--- config.mk ---
export PLATFORM = sky130hd
export DESIGN_NAME = mem_arbiter
export DESIGN_NICKNAME = d
export VERILOG_FILES = /design/src/rtl/mem_arbiter_pkg.sv /design/src/rtl/rr_pick.sv /design/src/rtl/mem_arbiter.sv
export SDC_FILE = /design/constraint.sdc
export NUM_CORES = 1
export LEC_CHECK = 0
export CORE_ASPECT_RATIO = 1.4
export CORE_MARGIN = 2
export CORE_UTILIZATION = 45
export DETAILED_ROUTE_END_ITERATION = 8
export GPL_TIMING_DRIVEN = 0
export PLACE_DENSITY_LB_ADDON = 0.15
export SLEW_MARGIN = 20
export SYNTH_ARGS = -nofsm -noshare
export SYNTH_HDL_FRONTEND = slang
export SYNTH_HIERARCHICAL = 1
export SYNTH_SLANG_ARGS = --single-unit
--- constraint.sdc ---
create_clock -name clk -period 7 [get_ports clk]
set_input_delay 1.4 -clock clk [delete_from_list [all_inputs] [get_ports clk]]
set_output_delay 1.4 -clock clk [all_outputs]
set_load 0.03 [all_outputs]
--- src/rtl/mem_arbiter_pkg.sv ---
// Shared encodings for the memory arbiter: channel states, handshake roles
// and a pointer-width helper used by the arbiter and the consumer-side cores.
package mem_arbiter_pkg;

    typedef enum logic [1:0] {
        CH_IDLE          = 2'd0,
        CH_READ_WAITING  = 2'd1,
        CH_WRITE_WAITING = 2'd2,
        CH_RELAYING      = 2'd3
    } channel_state_t;

    // Which half of the consumer interface a channel is serving.
    typedef enum logic {
        HS_READ  = 1'b0,
        HS_WRITE = 1'b1
    } hs_role_t;

    function automatic int ptr_bits(input int n);
        return (n > 1) ? $clog2(n) : 1;
    endfunction

endpackage

--- src/rtl/rr_pick.sv ---
// Combinational round-robin picker: one-hot grant of the first set mask bit
// at or above `start`, wrapping around to bit 0.
module rr_pick
    import mem_arbiter_pkg::*;
#(
    parameter int N = 4
) (
    input  logic [N-1:0]             mask,
    input  logic [ptr_bits(N)-1:0]   start,
    output logic [N-1:0]             grant,
    output logic                     found
);

    logic [2*N-1:0] doubled;
    logic [2*N-1:0] rotated;
    logic [2*N-1:0] spread;
    logic [N-1:0]   first;

    // Rotate so `start` sits at bit 0, priority-encode, then rotate back.
    always_comb begin
        doubled = {mask, mask};
        rotated = doubled >> start;
        first   = '0;
        found   = 1'b0;
        for (int p = 0; p < N; p++) begin
            if (rotated[p] && !found) begin
                first[p] = 1'b1;
                found    = 1'b1;
            end
        end
        spread = {{N{1'b0}}, first} << start;
        grant  = spread[N-1:0] | spread[2*N-1:N];
    end

endmodule

--- src/rtl/mem_arbiter.sv ---
// Shares NUM_CHANNELS memory channels among NUM_CONSUMERS requesters; each
// channel runs its own handshake FSM and a shared rr_ptr keeps grants fair.
module mem_arbiter
    import mem_arbiter_pkg::*;
#(
    parameter int ADDR_BITS     = 8,
    parameter int DATA_BITS     = 16,
    parameter int NUM_CONSUMERS = 4,
    parameter int NUM_CHANNELS  = 1,
    parameter int WRITE_ENABLE  = 1
) (
    input  logic                          clk,
    input  logic                          reset,
    input  logic                          consumer_read_valid    [NUM_CONSUMERS],
    input  logic [ADDR_BITS-1:0]          consumer_read_address  [NUM_CONSUMERS],
    output logic                          consumer_read_ready    [NUM_CONSUMERS],
    output logic [DATA_BITS-1:0]          consumer_read_data     [NUM_CONSUMERS],
    input  logic                          consumer_write_valid   [NUM_CONSUMERS],
    input  logic [ADDR_BITS-1:0]          consumer_write_address [NUM_CONSUMERS],
    input  logic [DATA_BITS-1:0]          consumer_write_data    [NUM_CONSUMERS],
    output logic                          consumer_write_ready   [NUM_CONSUMERS],
    output logic                          mem_read_valid         [NUM_CHANNELS],
    output logic [ADDR_BITS-1:0]          mem_read_address       [NUM_CHANNELS],
    input  logic                          mem_read_ready         [NUM_CHANNELS],
    input  logic [DATA_BITS-1:0]          mem_read_data          [NUM_CHANNELS],
    output logic                          mem_write_valid        [NUM_CHANNELS],
    output logic [ADDR_BITS-1:0]          mem_write_address      [NUM_CHANNELS],
    output logic [DATA_BITS-1:0]          mem_write_data         [NUM_CHANNELS],
    input  logic                          mem_write_ready        [NUM_CHANNELS],
    output channel_state_t                debug_channel_state    [NUM_CHANNELS],
    output logic [ptr_bits(NUM_CONSUMERS)-1:0] debug_rr_ptr
);

    // Handshake: a consumer holds valid (with stable request) until its ready
    // rises; ready then stays high until the consumer drops valid. On the
    // memory side valid is held until ready is seen, then dropped next cycle.

    localparam int N     = NUM_CONSUMERS;
    localparam int M     = NUM_CHANNELS;
    localparam int PTR_W = ptr_bits(N);
    localparam bit WE_ON = (WRITE_ENABLE != 0);

    channel_state_t         ch_state   [M];
    channel_state_t         ch_state_n [M];
    hs_role_t               ch_role    [M];
    hs_role_t               ch_role_n  [M];
    logic [PTR_W-1:0]       ch_owner   [M];
    logic [PTR_W-1:0]       ch_owner_n [M];
    logic [ADDR_BITS-1:0]   ch_addr    [M];
    logic [ADDR_BITS-1:0]   ch_addr_n  [M];
    logic [DATA_BITS-1:0]   ch_wdata   [M];
    logic [DATA_BITS-1:0]   ch_wdata_n [M];

    logic [N-1:0]           claimed, claimed_n;
    logic [PTR_W-1:0]       rr_ptr, rr_ptr_n;
    logic                   rd_ready_q [N];
    logic                   rd_ready_n [N];
    logic [DATA_BITS-1:0]   rd_data_q  [N];
    logic [DATA_BITS-1:0]   rd_data_n  [N];
    logic                   wr_ready_q [N];
    logic                   wr_ready_n [N];

    logic [N-1:0]           eligible;
    logic [N-1:0]           ch_grant [M];
    logic                   ch_found [M];

    always_comb begin
        eligible = '0;
        for (int i = 0; i < N; i++) begin
            eligible[i] = (consumer_read_valid[i] | (WE_ON & consumer_write_valid[i]))
                          & ~claimed[i];
        end
    end

    // Each channel sees only what lower-index channels left unclaimed.
    for (genvar c = 0; c < M; c++) begin : g_ch
        logic [N-1:0] avail_in;
        logic [N-1:0] avail_out;
        logic [N-1:0] pick_mask;
        logic [N-1:0] pick_grant;
        logic         pick_found;

        if (c == 0) begin : g_first
            assign avail_in = eligible;
        end else begin : g_rest
            assign avail_in = g_ch[c-1].avail_out;
        end

        assign pick_mask = (ch_state[c] == CH_IDLE) ? avail_in : '0;

        rr_pick #(.N(N)) u_pick (
            .mask  (pick_mask),
            .start (rr_ptr),
            .grant (pick_grant),
            .found (pick_found)
        );

        assign avail_out   = avail_in & ~pick_grant;
        assign ch_grant[c] = pick_grant;
        assign ch_found[c] = pick_found;
    end

    always_comb begin
        ch_state_n = ch_state;
        ch_role_n  = ch_role;
        ch_owner_n = ch_owner;
        ch_addr_n  = ch_addr;
        ch_wdata_n = ch_wdata;
        claimed_n  = claimed;
        rr_ptr_n   = rr_ptr;
        rd_ready_n = rd_ready_q;
        rd_data_n  = rd_data_q;
        wr_ready_n = wr_ready_q;
        for (int c = 0; c < M; c++) begin
            case (ch_state[c])
                CH_IDLE: begin
                    for (int i = 0; i < N; i++) begin
                        if (ch_found[c] && ch_grant[c][i]) begin
                            ch_owner_n[c] = PTR_W'(i);
                            claimed_n[i]  = 1'b1;
                            rr_ptr_n      = (i == N - 1) ? '0 : PTR_W'(i + 1);
                            if (consumer_read_valid[i]) begin
                                ch_role_n[c]  = HS_READ;
                                ch_state_n[c] = CH_READ_WAITING;
                                ch_addr_n[c]  = consumer_read_address[i];
                                ch_wdata_n[c] = '0;
                            end else begin
                                ch_role_n[c]  = HS_WRITE;
                                ch_state_n[c] = CH_WRITE_WAITING;
                                ch_addr_n[c]  = consumer_write_address[i];
                                ch_wdata_n[c] = consumer_write_data[i];
                            end
                        end
                    end
                end
                CH_READ_WAITING: begin
                    if (mem_read_ready[c]) begin
                        rd_data_n[ch_owner[c]]  = mem_read_data[c];
                        rd_ready_n[ch_owner[c]] = 1'b1;
                        ch_state_n[c]           = CH_RELAYING;
                    end
                end
                CH_WRITE_WAITING: begin
                    if (mem_write_ready[c]) begin
                        wr_ready_n[ch_owner[c]] = 1'b1;
                        ch_state_n[c]           = CH_RELAYING;
                    end
                end
                CH_RELAYING: begin
                    if ((ch_role[c] == HS_READ) ? !consumer_read_valid[ch_owner[c]]
                                                : !consumer_write_valid[ch_owner[c]]) begin
                        rd_ready_n[ch_owner[c]] = 1'b0;
                        rd_data_n[ch_owner[c]]  = '0;
                        wr_ready_n[ch_owner[c]] = 1'b0;
                        claimed_n[ch_owner[c]]  = 1'b0;
                        ch_state_n[c]           = CH_IDLE;
                    end
                end
                default: ch_state_n[c] = CH_IDLE;
            endcase
        end
    end

    always_ff @(posedge clk) begin
        if (reset) begin
            for (int c = 0; c < M; c++) begin
                ch_state[c] <= CH_IDLE;
                ch_role[c]  <= HS_READ;
                ch_owner[c] <= '0;
                ch_addr[c]  <= '0;
                ch_wdata[c] <= '0;
            end
            for (int i = 0; i < N; i++) begin
                rd_ready_q[i] <= 1'b0;
                rd_data_q[i]  <= '0;
                wr_ready_q[i] <= 1'b0;
            end
            claimed <= '0;
            rr_ptr  <= '0;
        end else begin
            ch_state   <= ch_state_n;
            ch_role    <= ch_role_n;
            ch_owner   <= ch_owner_n;
            ch_addr    <= ch_addr_n;
            ch_wdata   <= ch_wdata_n;
            rd_ready_q <= rd_ready_n;
            rd_data_q  <= rd_data_n;
            wr_ready_q <= wr_ready_n;
            claimed    <= claimed_n;
            rr_ptr     <= rr_ptr_n;
        end
    end

    always_comb begin
        for (int c = 0; c < M; c++) begin
            mem_read_valid[c]      = (ch_state[c] == CH_READ_WAITING);
            mem_read_address[c]    = ch_addr[c];
            mem_write_valid[c]     = WE_ON && (ch_state[c] == CH_WRITE_WAITING);
            mem_write_address[c]   = WE_ON ? ch_addr[c] : '0;
            mem_write_data[c]      = WE_ON ? ch_wdata[c] : '0;
            debug_channel_state[c] = ch_state[c];
        end
        for (int i = 0; i < N; i++) begin
            consumer_read_ready[i]  = rd_ready_q[i];
            consumer_read_data[i]   = rd_data_q[i];
            consumer_write_ready[i] = WE_ON && wr_ready_q[i];
        end
    end

    assign debug_rr_ptr = rr_ptr;

endmodule
==> qor.txt, run 1 <==
run status: completed
async set-reset flop share out of synthesis: 0%
CORE AREA: 12200 um^2
total global routing track utilization: 26.3%
worst hold path class: reg -> reg
Final ANT Viol Nets: 0
Hold Vio Cnt, Final: 0
Pre-antenna DRT Iters: 5
cts repair resizes: 0
WL/cell: 17.7 um
Worst Setup End Kind: flip-flop
DIE HEIGHT: 136 um
share of cells above drive strength 1: 7.54%
Mapped Cells: 595
vias per cell: 5.52
sequential area share after synthesis: 38.5%
dpl cell area: 8400 um^2
clock skew: 0.00756 ns
fin area: 8730 um^2
drt initial violations: 264
CP Class: in -> reg
Filler Cell Count: 952
TritonCTS clock tree: yes
syn nets: 755
grt ovf: 0
FMAX: 199 MHz
top cells by count, synth: 109 x nor2_1, 107 x dfxtp_1, 98 x mux2i_1
Final TNS setup: 0 ns
drc violations: 0
number of global-route vias before repair: 5747
RSZ-0062 raised after global routing: no
DR vias: 5658
total setup buffers inserted after CTS: 0
leak pwr: 3.20 nW
nature of the critical path startpoint: input port
Post-synth EDFFs: 0
warnings from Yosys: 6
Sink Count: 107
chip width: 97.9 um
post-synth top area share: 38.5%
peak supply drop: 201 uV
Port Buffers: 265
row count: 48
Final Cycle Share: 71.6%
Initial Util: 45.6%
synthesis-to-finish area growth: 56.9%
hpwl dp: 14400 um
measured slew at the worst slew-check pin: 0.750 ns
FF+latch count, synth: 107
Unique masters post-synth: 59
n_diodes: 0
power density over the cells: 340 nW/um^2
hold_buf cts: 0
Max-slew headroom: 50.0%
Avg Inst Size Synth: 9.35 um^2
CTS Buf Count: 9
clk root buf: clkbuf_16
htree depth: 3
Clock Latency Late Sink: 0.34 ns
final WL: 18100 um
first-pass GRT wire length: 28300 um
crit path max fanout: 10
Die Area: 13300 um^2
Min Clock Period, post-route: 5.01 ns
Slew Limit Fails: 0
CP arrival: 5.27 ns
final setup fails: 0
initial antenna violation count: 0
Required @ worst endpoint: 7.26 ns
post-synth top area cell: dfxtp_1
I/O Pins: 266
GPL Wtd Cong: 0.902
nets: 1031
synthesized area: 5560 um^2
Area contributors post-synth: dfxtp_1 39%, mux2i_1 18%, nor2_1 7.4%, a222oi_1 2.9%, a211oi_1 2.6%
clock buffer depth: 2
largest net degree at the start of global routing: 17
Synth Flop Type: dfxtp_1
most common cell in the netlist: nor2_1
Worst-path clk slew: 0.07 ns
maxcap violations: 0
Tot Pwr: 2.97 mW
[cell usage in the layout, fill, tap and decap left out, types with 4 or more instances in the layout]
cell / Yosys / routed
clkdlybuf4s50_1: 0 / 265
nor2_1: 109 / 109
dfxtp_1: 107 / 107
mux2i_1: 98 / 98
clkbuf_1: 27 / 28
a211oi_1: 19 / 19
a21oi_1: 17 / 17
nand2_1: 16 / 16
a22o_1: 16 / 16
a222oi_1: 16 / 16
o21ai_0: 14 / 14
nor2b_1: 14 / 14
buf_2: 13 / 13
o22ai_1: 9 / 9
buf_4: 9 / 9
clkbuf_16: 0 / 9
and2b_1: 8 / 8
o311ai_0: 8 / 8
a31oi_1: 7 / 7
nand2b_1: 6 / 6
inv_1: 6 / 6
nor3_1: 6 / 6
buf_6: 5 / 5
a311oi_2: 4 / 4
buf_12: 4 / 4
nor2_2: 4 / 4
a211oi_2: 4 / 4
a311oi_1: 4 / 4
ha_1: 4 / 4
[worst paths after layout]
path                                       startpoint                                   to  slack, ns  depth (start not counted)
setup / recovery               consumer_read_valid[3]      mem_write_data[13]$_SDFFE_PP0P_       1.99                         12
hold / removal    consumer_read_data[24]$_SDFFE_PP0P_  consumer_read_data[24]$_SDFFE_PP0P_       0.49                          2
setup reg to reg  debug_channel_state[1]$_SDFFE_PP0P_      mem_write_data[13]$_SDFFE_PP0P_       3.05                         13
hold reg to reg   consumer_read_data[24]$_SDFFE_PP0P_  consumer_read_data[24]$_SDFFE_PP0P_       0.49                          2
[cells by family after synthesis]
logic type               Yosys count  synth area share, %
flip-flops                       107                 38.5
AO/OA/AOI/OAI                    138                 20.1
adder cells (fa/ha/maj)            4                0.900
AND/OR/NAND/NOR                  180                 15.0
multiplexers                     101                 18.3
buffers and inverters             65                 7.13
[per-stage QoR]
step | hold slack [ns] | util [%] | worst slack (ns) | std cells
6_report | 0.492 | 71.6 | 1.99 | 1025
3_3_place_gp | 0.471 | 68.9 | 1.90 | 1010
5_1_grt | 0.522 | 71.6 | 1.70 | 1025
2_1_floorplan | 0.456 | - | 2.96 | 595
3_5_place_dp | 0.477 | 68.9 | 1.65 | 1010
4_1_cts | 0.496 | 71.6 | 2.02 | 1025
[power by group]
part / internal [mW] / switching, mW / total (mW)
sequential: 0.708 / 0.0657 / 0.774
clock: 0.333 / 0.221 / 0.554
combinational: 0.668 / 0.974 / 1.64
total: 1.71 / 1.26 / 2.97
[worst max-delay path, cell delays in order]
cell             delay, ns
clkdlybuf4s50_1       0.55
buf_1                 0.60
nor2_1                0.09
nor3_1                0.47
nor2b_2               0.27
nor3_1                0.06
o31a_1                0.30
buf_2                 0.18
o21ai_1               0.53
clkbuf_1              0.41
a222oi_1              0.16
a211oi_1              0.26
[cell type report]
cell class | instances | area (um^2) | share of cell area [%]
multi-input combinational | 423 | 3020 | 34.6
timing repair buffer | 265 | 2650 | 30.4
sequential | 107 | 2140 | 24.5
buffer | 59 | 374 | 4.29
clock buffer | 12 | 256 | 2.94
tap | 150 | 188 | 2.15
clock inverter | 3 | 68.8 | 0.789
inverter | 6 | 22.5 | 0.258
[flip-flops by register name, summed over array words and instances, names as in the netlist, named ones only]
register	count
ch_role	1
mem_read_address	8
claimed	4
debug_channel_state	2
debug_rr_ptr	2
consumer_read_data	64
ch_owner	2
mem_write_data	16
[metal layers]
metal,vias up,track usage [%],part of all wire (%)
met5,-,0,0
met4,0,9.03,2.6
met3,33,5.31,6.6
met2,267,50.8,54
met1,2639,28.2,37
li1,2719,-,-
Note: power is estimated with default switching activity, not from simulation.
==> run 2, diff against run 1 <==
CORE_UTILIZATION = 37   (was 45)
clock period = 4.46 ns   (was 7 ns; I/O delays follow)
==> run 2 against run 1 <==
Clock power increased by 38%. Sequential cell count unchanged. Cell count increased by 4.1%. Global-route usage decreased by 2.8 points. Largest power group unchanged. Clock-buffer cell count decreased by 2. Critical path depth increased by 1. Sequential power increased by 56%. Sequential share of layout area decreased by 0.067 points. Clock skew increased by 0.00087 ns. Non-clock buffer count unchanged. Routed wire length increased by 6.5%. Via count decreased by 1.4%.
==> qor.txt, run 2 (synthesis gave the netlist of run 1 again) <==
total global routing track utilization: 23.5% (was 26.3%)
Comb power frac: 56.8% (was 55.3%)
CP most frequent cell: buf_2 (was nor3_1)
drc violations: 0 (unchanged)
worst hold slack: 0.495 ns (was 0.492 ns)
final setup fails: 0 (unchanged)
drt initial violations: 280 (was 264)
run status: completed (unchanged)
internal power: 2.57 mW (was 1.71 mW)
sw power: 2.00 mW (was 1.26 mW)
dpl cell area: 8450 um^2 (was 8400 um^2)
WL/cell: 18.1 um (was 17.7 um)
measured slew at the worst slew-check pin: 0.640 ns (was 0.750 ns)
maxcap violations: 0 (unchanged)
first-pass GRT wire length: 29400 um (was 28300 um)
Net Sw Frac: 43.8% (was 42.4%)
final WL: 19300 um (was 18100 um)
TritonCTS clock tree: yes (unchanged)
nature of the critical path startpoint: input port (unchanged)
most frequent cells in the layout: 265 x clkdlybuf4s50_1, 109 x nor2_1, 107 x dfxtp_1 (unchanged)
n_diodes: 0 (unchanged)
max FFs per register: 64 (unchanged)
initial antenna violation count: 0 (unchanged)
RSZ-0062 raised after global routing: no (unchanged)
DIE HEIGHT: 149 um (was 136 um)
Sequential Power Share: 26.5% (was 26.1%)
FMAX: 240 MHz
CP arrival: 4.37 ns (was 5.27 ns)
CP Class: in -> reg (unchanged)
Tot Pwr: 4.57 mW (was 2.97 mW)
Hold Vio Cnt, Final: 0 (unchanged)
clk root buf: clkbuf_16 (unchanged)
Min Clock Period, post-route: 4.16 ns
Max-slew headroom: 57.0% (was 50.0%)
clock skew: 0.00843 ns (was 0.00756 ns)
nets: 1031 (unchanged)
DR vias: 5578 (was 5658)
vias per cell: 5.23 (was 5.52)
I/O Pins: 266 (unchanged)
reg2reg path depth: 14 (was 13)
peak supply drop: 334 uV (was 201 uV)
Worst Setup End Kind: flip-flop (unchanged)
Pre-antenna DRT Iters: 5 (unchanged)
Final Cycle Share: 93.3%
htree depth: 3 (unchanged)
Worst-path clk slew: 0.08 ns (was 0.07 ns)
fin area: 8750 um^2 (was 8730 um^2)
Max stage delay cell, worst path: clkdlybuf4s50_1 (was buf_1)
Initial Util: 37.4% (was 45.6%)
crit path max fanout: 10 (unchanged)
Port Buffers: 265 (unchanged)
GPL Wtd Cong: 0.839 (was 0.902)
largest net degree at the start of global routing: 19 (was 17)
power density over the cells: 523 nW/um^2 (was 340 nW/um^2)
Hold Path Stages: 2 (unchanged)
clock buffer depth: 2 (unchanged)
leak pwr: 3.19 nW (was 3.20 nW)
share of cells above drive strength 1: 8.00% (was 7.54%)
number of global-route vias before repair: 5722 (was 5747)
row count: 53 (was 48)
clock group share of total power: 16.7% (was 18.6%)
CORE AREA: 14900 um^2 (was 12200 um^2)
CP Cell Sequence: clkdlybuf4s50_1 > buf_2 > nor2_1 > nor3_1 > nor2b_2 > nor3_1 > o31a_1 > buf_2 > nand2_1 > nor3_2 > buf_2 > a222oi_1 > a211oi_1 (was clkdlybuf4s50_1 > buf_1 > nor2_1 > nor3_1 > nor2b_2 > nor3_1 > o31a_1 > buf_2 > o21ai_1 > clkbuf_1 > a222oi_1 > a211oi_1)
Slew Limit Fails: 0 (unchanged)
grt ovf: 0 (unchanged)
worst hold path class: reg -> reg (unchanged)
commonest non-fill, non-tap cell in the layout: clkdlybuf4s50_1 (unchanged)
slowest stage delay, CP: 0.55 ns (was 0.60 ns)
hpwl dp: 15400 um (was 14400 um)
Final ANT Viol Nets: 0 (unchanged)
Sink Count: 107 (unchanged)
Clock Latency Late Sink: 0.35 ns (was 0.34 ns)
chip width: 108 um (was 97.9 um)
synthesis-to-finish area growth: 57.4% (was 56.9%)
Die Area: 16000 um^2 (was 13300 um^2)
CTS Buf Count: 9 (unchanged)
Required @ worst endpoint: 4.67 ns (was 7.26 ns)
## run 2: cell types whose count changed in the layout (fill, tap and decap cells not counted), sizes merged
| cell | previous run | this run |
|---|---|---|
| clkinv | 0 | 3 |
| bufinv | 2 | 0 |
| clkbuf | 39 | 37 |
| inv | 7 | 8 |
## run 2: what timing repair did
action / 4_1_cts / 5_1_grt
hold buffers: 0 / 0
buffers inserted: 0 / 0
resized for setup: 1 / 2
setup endpoints to repair: 20 / 8
## run 2: layout make-up
| class | count | area, um^2 |
|---|---|---|
| fillers | 1361 | 6100 |
| multi-input cells | 423 | 3030 |
| repair buffers | 265 | 2650 |
| flip-flops and latches | 107 | 2140 |
| plain buffers | 59 | 375 |
| well taps | 192 | 240 |
| clock buffers | 10 | 239 |
| clock inverters | 5 | 46.3 |
| inverters | 6 | 22.5 |
## run 2: critical path: cells and delay by family
kind	cells	cell delay, ns
and+or+nand+nor	6	1.30
AOI/OAI and AO/OA	3	0.86
buffers and inverters	4	1.30
## run 2: power by group through the flow
stage          logic, mW  registers [mW]  clock network, mW
2_1_floorplan       1.52            1.43                  0
3_3_place_gp        2.52            1.23                  0
3_5_place_dp        2.57            1.23                  0
4_1_cts             2.58            1.21              0.783
5_1_grt             2.81            1.23              0.828
6_report            2.60            1.21              0.766
## run 2: worst paths after layout
path | from | endpoint | slack (ns)
worst max-delay path | consumer_read_valid[3] | mem_write_data[6]$_SDFFE_PP0P_ | 0.30
worst min-delay path | consumer_read_data[9]$_SDFFE_PP0P_ | consumer_read_data[9]$_SDFFE_PP0P_ | 0.50
worst max register to register | debug_channel_state[0]$_SDFFE_PP0P_ | mem_write_data[6]$_SDFFE_PP0P_ | 0.57
worst min register to register | consumer_read_data[9]$_SDFFE_PP0P_ | consumer_read_data[9]$_SDFFE_PP0P_ | 0.50
## run 2: metrics by stage
stage          utilization (%)  setup slack, ns  std cells  TNS (ns)
2_1_floorplan                -            0.926        595         0
3_3_place_gp              56.9           -0.190       1052     -3.45
3_5_place_dp              56.9           -0.416       1052     -9.39
4_1_cts                   58.8            0.244       1067         0
5_1_grt                   58.9           0.0928       1067         0
6_report                  58.9            0.299       1067         0
## run 2: per-layer routing
layer | track usage, % | vias up | part of all wire (%)
met5 | 0 | - | 0
met4 | 8.72 | 0 | 3.0
met3 | 5.02 | 36 | 7.2
met2 | 43.5 | 246 | 52
met1 | 26.0 | 2577 | 37
li1 | - | 2719 | -
==> RTL edit (settings of run 2) <==
`ADDR_BITS`: 8 -> 6.
--- a/src/rtl/mem_arbiter.sv
+++ b/src/rtl/mem_arbiter.sv
@@ -5,3 +5,3 @@
 #(
-    parameter int ADDR_BITS     = 8,
+    parameter int ADDR_BITS     = 6,
     parameter int DATA_BITS     = 16,
Ports: changed (resized consumer_read_address, consumer_write_address, mem_read_address and mem_write_address); port bits go from 266 to 246. The function was not compared with the original's and may differ.
==> RTL edit against run 2 <==
- die area decreased by 1.1%
- register-to-register slack got worse by 0.13 ns
- sequential share of layout area increased by 0.41 points
- wire length decreased by 0.30%
- synthesized area decreased by 1.2%
- sequential cell count decreased by 2
- worst setup slack improved by 0.0077 ns
- utilization decreased by 0.70 points
- clock skew decreased by 0.0028 ns
- total power increased by 2.5%
- final area decreased by 3.5%
- non-clock buffer count decreased by 25
- first-iteration DRC count increased by 18%
- largest cell class unchanged
==> RTL edit: results (changes against run 2) <==
{
  "detailedRoute.firstIterationViolations": {"value": 329, "change": "+18%"},
  "post_drt_wl_per_cell": {"value": 18.3, "unit": "um", "change": "+1.3%"},
  "leakage": {"value": 3.00, "unit": "nW", "change": "-6.1%"},
  "instances_no_fill": {"value": 1050, "change": "-1.6%"},
  "globalRouteTotalUtil": {"value": 23.6, "unit": "%", "change": "+0.084 points"},
  "startpoint_of_the_lowest_slack_hold_path": "consumer_read_data[39]",
  "grt_max_degree": {"value": 21, "change": "+2"},
  "viasPerCell": {"value": 5.30, "change": "+1.4%"},
  "power_density": {"value": 555, "unit": "mW/mm2", "change": "+6.2%"},
  "wl_met3": {"value": 1510, "unit": "um", "change": "+9.2%"},
  "grt_first_pass_wirelength": {"value": 29500, "unit": "um", "change": "+0.35%"},
  "min_cycle_time_layout": {"value": 4.15, "unit": "ns", "change": "-0.00771 ns"},
  "vias_in_the_first_global_route": {"value": 5635, "change": "-1.5%"},
  "ir_worst_vdd": {"value": 0.289, "unit": "mV", "change": "-13%"},
  "whs": {"value": 0.497, "unit": "ns", "change": "+0.00217 ns"},
  "critPathArrivalTime": {"value": 4.36, "unit": "ns", "change": "about the same"},
  "status": "completed",
  "postSynthRegisterBits": {"value": 105, "change": "-1.9%"},
  "layout-drive-gt1-share": {"value": 7.08, "unit": "%", "change": "-0.92 points"},
  "worst_slew_margin_rel": {"value": 54.4, "unit": "%", "change": "-2.6 points"},
  "min_to": "consumer_read_data[39]",
  "dpl.cell_count": {"value": 1034, "change": "-1.7%"},
  "die-area": {"value": 0.0159, "unit": "mm2", "change": "-1.1%"},
  "grt.met3_usage": {"value": 6.57, "unit": "%", "change": "+1.5 points"},
  "final.fill_count": {"value": 1306, "change": "-4.0%"},
  "synth.yosys.seq_area_share": {"value": 38.3, "unit": "%", "change": "-0.27 points"},
  "detailed_place.area": {"value": 0.00814, "unit": "mm2", "change": "-3.7%"},
  "reg2reg_setup_slack": {"value": 0.44, "unit": "ns", "change": "-0.13 ns"},
  "routed-wl-met2": {"value": 9990, "unit": "um", "change": "-1.0%"},
  "netlist_instances": {"value": 604, "change": "+1.5%"},
  "met1_use_gr": {"value": 25.3, "unit": "%", "change": "-0.71 points"},
  "post-place-ws": {"value": -0.400, "unit": "ns", "change": "+0.0154 ns"},
  "multi_input_area_share": {"value": 35.8, "unit": "%", "change": "+1.1 points"},
  "globalplace.congestion": {"value": 0.871, "change": "+3.9%"}
}
## RTL edit: cell count changes after synthesis, moves of 6 or more
| cell | run 2 | this run |
|---|---|---|
| a221o_1 | 1 | 7 |
| a22o_1 | 16 | 0 |
| and2b_1 | 8 | 0 |
| mux2i_1 | 98 | 86 |
| nand2_1 | 16 | 10 |
| nand2b_1 | 6 | 22 |
| nand3b_1 | 2 | 16 |
| nor2b_1 | 14 | 30 |
| o21ai_0 | 14 | 3 |
| o21ai_1 | 1 | 22 |
| o311ai_0 | 8 | 0 |
## RTL edit: critical path, stage by stage
cell	delay, ns
clkdlybuf4s50_1	0.59
clkbuf_2	0.33
nor2_1	0.09
nor3_2	0.25
nor2b_2	0.23
nor3_1	0.06
o31a_1	0.37
or2_1	0.28
o311a_1	0.34
clkbuf_1	0.25
clkbuf_1	0.34
o22ai_1	0.25
nor2_1	0.07
## RTL edit: report_power, final
group          internal, mW  switching, mW
clock                 0.396          0.390
sequential             1.09          0.103
combinational          1.09           1.61
total                  2.58           2.11
